===== config.mk =====
export PLATFORM = sky130hd
export DESIGN_NAME = reg_pipe_nedge
export DESIGN_NICKNAME = d
export VERILOG_FILES = /design/src/rtl/dff_defs.sv /design/src/rtl/dff_stage.sv /design/src/rtl/reg_pipe_nedge.sv
export SDC_FILE = /design/constraint.sdc
export NUM_CORES = 1
export LEC_CHECK = 0
export BUFFER_PORTS_ARGS = -buffer_cell sky130_fd_sc_hd__buf_2
export CAP_MARGIN = 40
export CORE_ASPECT_RATIO = 2
export CORE_MARGIN = 2
export CORE_UTILIZATION = 53
export DETAILED_ROUTE_END_ITERATION = 12
export PLACE_DENSITY = 0.83
export SLEW_MARGIN = 5
export SYNTH_ARGS = -nofsm -noshare
export SYNTH_HDL_FRONTEND = slang
export SYNTH_SLANG_ARGS = --single-unit

===== constraint.sdc =====
create_clock -name clock_i -period 2.1 [get_ports clock_i]
set_input_delay 0.42 -clock clock_i [delete_from_list [all_inputs] [get_ports clock_i]]
set_output_delay 0.42 -clock clock_i [all_outputs]
set_load 0.05 [all_outputs]

===== src/rtl/dff_defs.sv =====
// dff_defs: shared edge-select encodings and default sizes for the register pipeline.
//   EDGE_NEG / EDGE_POS : values for the NEDGE parameter (1 = falling edge, 0 = rising edge)
//   DEF_WIDTH / DEF_DEPTH : default data width and stage count
package dff_defs;
    localparam bit EDGE_NEG  = 1'b1;
    localparam bit EDGE_POS  = 1'b0;
    localparam int DEF_WIDTH = 8;
    localparam int DEF_DEPTH = 4;
endpackage


===== src/rtl/dff_stage.sv =====
// dff_stage: one pipeline stage, a WIDTH-bit data register plus a valid flag on a selectable clock edge.
//   clock_i     : clock; NEDGE picks the active edge
//   reset_i     : synchronous active-low reset, loads RESET_VAL and clears valid
//   en_i        : capture d_i/d_valid_i when high, hold when low
//   flush_i     : clears valid only, data untouched, overrides en_i
//   d_i         : data in
//   d_valid_i   : valid flag in
//   q_o         : registered data
//   q_valid_o   : registered valid flag
module dff_stage
    import dff_defs::*;
#(
    parameter int               WIDTH     = DEF_WIDTH,
    parameter bit               NEDGE     = EDGE_NEG,
    parameter logic [WIDTH-1:0] RESET_VAL = '0
) (
    input  logic             clock_i,
    input  logic             reset_i,
    input  logic             en_i,
    input  logic             flush_i,
    input  logic [WIDTH-1:0] d_i,
    input  logic             d_valid_i,
    output logic [WIDTH-1:0] q_o,
    output logic             q_valid_o
);
    logic [WIDTH-1:0] data_q, data_d;
    logic             valid_q, valid_d;

    // Priority: reset, then flush, then enable, then hold.
    always_comb begin
        data_d  = data_q;
        valid_d = valid_q;
        if (!reset_i) begin
            data_d  = RESET_VAL;
            valid_d = 1'b0;
        end else if (flush_i) begin
            valid_d = 1'b0;
        end else if (en_i) begin
            data_d  = d_i;
            valid_d = d_valid_i;
        end
    end

    // Only one edge ever touches the state; the other edge is a no-op by construction.
    if (NEDGE == EDGE_POS) begin : g_pos
        always_ff @(posedge clock_i) begin
            data_q  <= data_d;
            valid_q <= valid_d;
        end
    end else begin : g_neg
        always_ff @(negedge clock_i) begin
            data_q  <= data_d;
            valid_q <= valid_d;
        end
    end

    assign q_o       = data_q;
    assign q_valid_o = valid_q;
endmodule


===== src/rtl/reg_pipe_nedge.sv =====
// reg_pipe_nedge: DEPTH-stage data/valid shift pipeline with selectable active clock edge and valid count.
//   clock_i     : clock; NEDGE=1 captures on falling edge, 0 on rising edge
//   reset_i     : synchronous active-low reset
//   d_i         : data into stage 0
//   d_valid_i   : valid flag travelling with d_i
//   en_i        : advance enable; low holds every stage
//   flush_i     : clears all valid flags, data kept
//   q_o         : data of the last stage
//   q_valid_o   : valid flag of the last stage
//   vld_cnt_o   : number of stages holding a valid word
module reg_pipe_nedge
    import dff_defs::*;
#(
    parameter int               WIDTH     = DEF_WIDTH,
    parameter int               DEPTH     = DEF_DEPTH,
    parameter bit               NEDGE     = EDGE_NEG,
    parameter logic [WIDTH-1:0] RESET_VAL = '0
) (
    input  logic                       clock_i,
    input  logic                       reset_i,
    input  logic [WIDTH-1:0]           d_i,
    input  logic                       d_valid_i,
    input  logic                       en_i,
    input  logic                       flush_i,
    output logic [WIDTH-1:0]           q_o,
    output logic                       q_valid_o,
    output logic [$clog2(DEPTH+1)-1:0] vld_cnt_o
);
    localparam int CW = $clog2(DEPTH + 1);

    logic [WIDTH-1:0] data_q [DEPTH];
    logic [DEPTH-1:0] vld_q;
    logic [CW-1:0]    cnt;

    genvar i;
    for (i = 0; i < DEPTH; i++) begin : g_stage
        logic [WIDTH-1:0] din;
        logic             vin;
        if (i == 0) begin : g_head
            assign din = d_i;
            assign vin = d_valid_i;
        end else begin : g_body
            assign din = data_q[i-1];
            assign vin = vld_q[i-1];
        end
        dff_stage #(
            .WIDTH    (WIDTH),
            .NEDGE    (NEDGE),
            .RESET_VAL(RESET_VAL)
        ) u_stage (
            .clock_i  (clock_i),
            .reset_i  (reset_i),
            .en_i     (en_i),
            .flush_i  (flush_i),
            .d_i      (din),
            .d_valid_i(vin),
            .q_o      (data_q[i]),
            .q_valid_o(vld_q[i])
        );
    end

    always_comb begin
        cnt = '0;
        for (int k = 0; k < DEPTH; k++) cnt = cnt + CW'(vld_q[k]);
    end

    assign q_o       = data_q[DEPTH-1];
    assign q_valid_o = vld_q[DEPTH-1];
    assign vld_cnt_o = cnt;
endmodule


# Word-level counts from Yosys, hierarchy flattened
# Cells that the tools add are included.
[op_classes]
add_sub_neg = 3
bitwise_logic = 2
reduce_logical = 2
[op_table]
columns = ["op", "count"]
rows = [
  ["$add 2x1->3", 1],
  ["$add 3x1->3", 1],
  ["$add 1x1->2", 1],
  ["$not 1->1", 2],
  ["$reduce_and 2->1", 1],
  ["$reduce_or 2->1", 1],
]
[word_totals]
register_bits = 36
input_bits = 13
elab_cells = 15

# Logic depth before layout (Yosys ltp)
[depth]
depth_word = 3
depth_mapped = 5
mapped_depth_nobuf = 5

# Cells and area by module
# A second synthesis with hierarchy kept.
[unflattened]
cells_unflattened = 168
area_unflattened_um2 = 1605.3
[modules_own_cells]
columns = ["module", "n_inst", "cells_per_inst", "area_each_um2", "seq_area_each_um2"]
rows = [
  ["dff_stage", 4, 40, 385.4, 180.2],
  ["reg_pipe_nedge", 1, 8, 63.8, 0.0],
]

==> results.md <==
Run status:
- The flow ran to the end, but the final reports show violations.
- The checks that failed: negative setup slack.

Placed design:
- The port buffer count is 24.
- At the end of routability-driven placement, the weighted congestion stood at 0.739.
- The HPWL after detailed placement is 1830 um.

Routing:
- The first routing iteration left 28 violations.
- The average vias per placed instance is 4.86.
- The final route contains 1177 vias.
- The first detailed-routing pass ran for 4 iterations.
- The routed wirelength normalized by instance count is 14.1 um.
- The total wirelength of the detailed-routed design is 3400 um.
- The detail route stage leaves a number of antenna-violating nets equal to 0.
- The post-route DRC violation count is 0.

Synth:
- For this run, the register share of the synthesized area comes to 50.6%.
- The synthesized netlist net count is 152.
- Dividing the synthesized area by the synthesized cell count gives 10.5 um2.
- Yosys printed 0 warnings.
- The cell area that synthesis handed to floorplanning was 0.00143 mm2.
- The instance count of the mapped netlist is 136.
- The distinct cell type count of the synthesized netlist is 12.
- Synthesis inferred 36 register bits.

Pwr:
- The total power density per cell area is 764 mW/mm2.
- VDD sags by at most 0.839 mV.
- The total power is 0.00155 W.
- For this design the static power due to leakage is 1.01 nW.

Flow run:
- The reported max-cap violation count is 0.

GRT:
- The total overflow left after global routing is 0.
- The initial antenna violation count was 0.
- The first-pass GRT wire length is 5390 um.
- The number of global-route vias before repair is 1356.
- The total track usage is 25.1%.
- The maximum number of pins on one net before global-route repair is 26.

Final layout:
- The number of antenna diodes in the final layout is 0.
- The number of filler cells placed in the layout is 156.
- Compared with the post-synthesis result, the final layout area differs by 42.8%.
- In the final layout, the share of cells above drive strength 1 is 32.2%.
- The number of nets in the finished design is 230.

Critical path:
- The number of logic stages on the critical path including buffering is 6.
- The type of the worst setup path is reg2out.
- Measured in cells, the most critical reg-to-reg path has a length of 4.
- In this run the critical register-to-register path is launched from g_stage[0].u_stage.q_valid_o.
- The category of the worst setup path capture point is an output port.
- The total buffers and inverters traversed by the critical path is 3.
- The largest stage delay on the critical path is 540 ps.
- The slack of the worst reg-to-reg path is 1200 ps.
- In this design, the largest share of critical-path delay is due to adder cells.
- The slowest stage of the critical path belongs to the cell fa_1.
- Walking the worst path, the cells encountered are inv_2 > fa_1 > inv_2 > ha_4 > ha_4 > buf_8.
- Data arrives at the worst endpoint at 2910 ps.
- In this run the critical register-to-register path is captured at g_stage[1].u_stage.q_valid_o.
- Along the worst path, the maximum fanout reaches 2.
- The worst endpoint required time is 1680 ps.
- The category of the worst setup path launch point is a flip-flop.

Min path:
- The hold path startpoint is g_stage[3].u_stage.q_o[5].
- The worst hold path was traced through 2 stages.
- The worst hold path belongs to the class reg2reg.
- For hold timing, the worst endpoint is g_stage[3].u_stage.q_o[5].

Clocking:
- In this run the number of H-tree levels came out at 2.
- The buffer levels on the longest clock path is 2.
- The tree built by TritonCTS fans out to 36 sinks.
- TritonCTS built the clock tree.
- The number of clock buffers added by TritonCTS is 5.
- The clock transition at the registers of the reported paths is 40 ps.
- The later pin in the worst-skew pair is clocked with a latency of 360 ps.
- The cell sitting at the root of the clock tree is a clkbuf_8.

STA:
- The number of max-slew violations in the final report came to 0.
- The final worst slack is -1230 ps.
- Setup repair after global routing could not meet its margin everywhere.
- The count of final setup violators is 12.
- Setup total negative slack on the finished layout was measured at -5330 ps.
- The worst clock skew is 21.8 ps.
- For the pin with the worst max-slew slack, the measured transition is 177 ps.
- The number of hold violations in the final report was 0.
- The worst pin sits at a relative slew slack of 87.8%.

Floorplanning:
- The area of the core region is 0.00257 mm2.
- The starting utilization of the core area is 55.5%.
- The die covers 0.00314 mm2.
- The die is 40.7 um wide.
- The number of core rows is 26.
- The number of top-level pins is 25.
- The die is 77.3 um tall.
## how the worst max path moves through the flow
| stage | from | endpoint | slack [ps] |
|---|---|---|---|
| after floorplan | g_stage[3].u_stage.q_valid_o | vld_cnt_o[1] | -860 |
| after global placement | g_stage[1].u_stage.q_valid_o | vld_cnt_o[1] | -950 |
| after detailed placement | g_stage[1].u_stage.q_valid_o | vld_cnt_o[1] | -1000 |
| after CTS | g_stage[3].u_stage.q_valid_o | vld_cnt_o[1] | -1260 |
| after global routing | g_stage[1].u_stage.q_valid_o | vld_cnt_o[1] | -1290 |
| final | g_stage[1].u_stage.q_valid_o | vld_cnt_o[1] | -1230 |
## sequential cells by signal, summed over array words and instances (netlist names)
name / count
g_stage.u_stage.q_o: 32
g_stage.u_stage.q_valid_o: 4
## cells by family after synthesis
group | share of synthesized area [%]
buf+inv | 8.43
mux | 25.3
flops | 50.6
simple gates | 12.6
fa+ha+maj | 3.16
## through the flow
step / hold WS (ps) / instances / utilization (%) / setup slack, ps / area (um2)
floorplan: 451 / 136 / - / -863 / 1460
global placement: 448 / 190 / 63.0 / -950 / 1620
detailed placement: 451 / 190 / 63.0 / -1000 / 1620
CTS: 470 / 244 / 80.7 / -1260 / 2070
global route: 494 / 242 / 79.2 / -1290 / 2030
finish: 471 / 242 / 79.2 / -1230 / 2030
## Yosys cell counts
| library cell | n | area share, % |
|---|---|---|
| nand2_1 | 40 | 11 |
| dfxtp_1 | 36 | 51 |
| mux2i_1 | 36 | 25 |
| inv_1 | 6 | 1.6 |
| clkbuf_1 | 4 | 1.1 |
| nor2_1 | 4 | 1.1 |
| buf_12 | 3 | 4.2 |
| buf_6 | 2 | 1.6 |
| ha_1 | 2 | 1.8 |
| and2b_1 | 1 | 0.53 |
| fa_1 | 1 | 1.4 |
| nand2b_1 | 1 | 0.44 |
## layout by cell type (no fill, tap or decap), drive strengths merged
| cell type | count |
|---|---|
| buf | 45 |
| inv | 41 |
| nand2 | 40 |
| ha | 2 |
| mux2i | 36 |
| nand2b | 1 |
| clkinvlp | 2 |
| clkbuf | 5 |
| dfxtp | 36 |
| and2b | 1 |
| nor2 | 4 |
| fa | 1 |
## routing by layer
layer	GRT usage, %	share of wire [%]	vias up
met5	0	0	-
met4	15.7	1.0	0
met3	9.71	3.6	5
met2	44.6	60	34
met1	19.7	35	547
li1	-	-	591
## where the power goes
| part | internal [W] | switching (W) |
|---|---|---|
| sequential | 0.000699 | 0.00000369 |
| clock | 0.000312 | 0.000438 |
| combinational | 0.0000498 | 0.0000520 |
## final cells by class
class / instances / area, um2 / share of cell area (%)
clock buffer: 5 / 68.8 / 3.38
clock inverter: 38 / 145 / 7.13
inverter: 5 / 18.8 / 0.923
multi-input combinational: 85 / 611 / 30.0
sequential: 36 / 737 / 36.2
tap: 28 / 35.0 / 1.72
timing repair buffer: 45 / 419 / 20.6
## worst min-delay path: stages, from the launching register on
cell     delay [ps]
dfxtp_2         320
nand2_1          60
mux2i_1          50
## what timing repair did
| action | CTS | global route |
|---|---|---|
| gates resized for setup | 50 | 5 |
| endpoints found under the setup margin | 12 | 12 |
| pin swaps | 1 | 1 |
| hold buffers | 0 | 0 |
| setup buffers | 12 | 7 |
No activity file was read; power rests on OpenSTA's default activity.
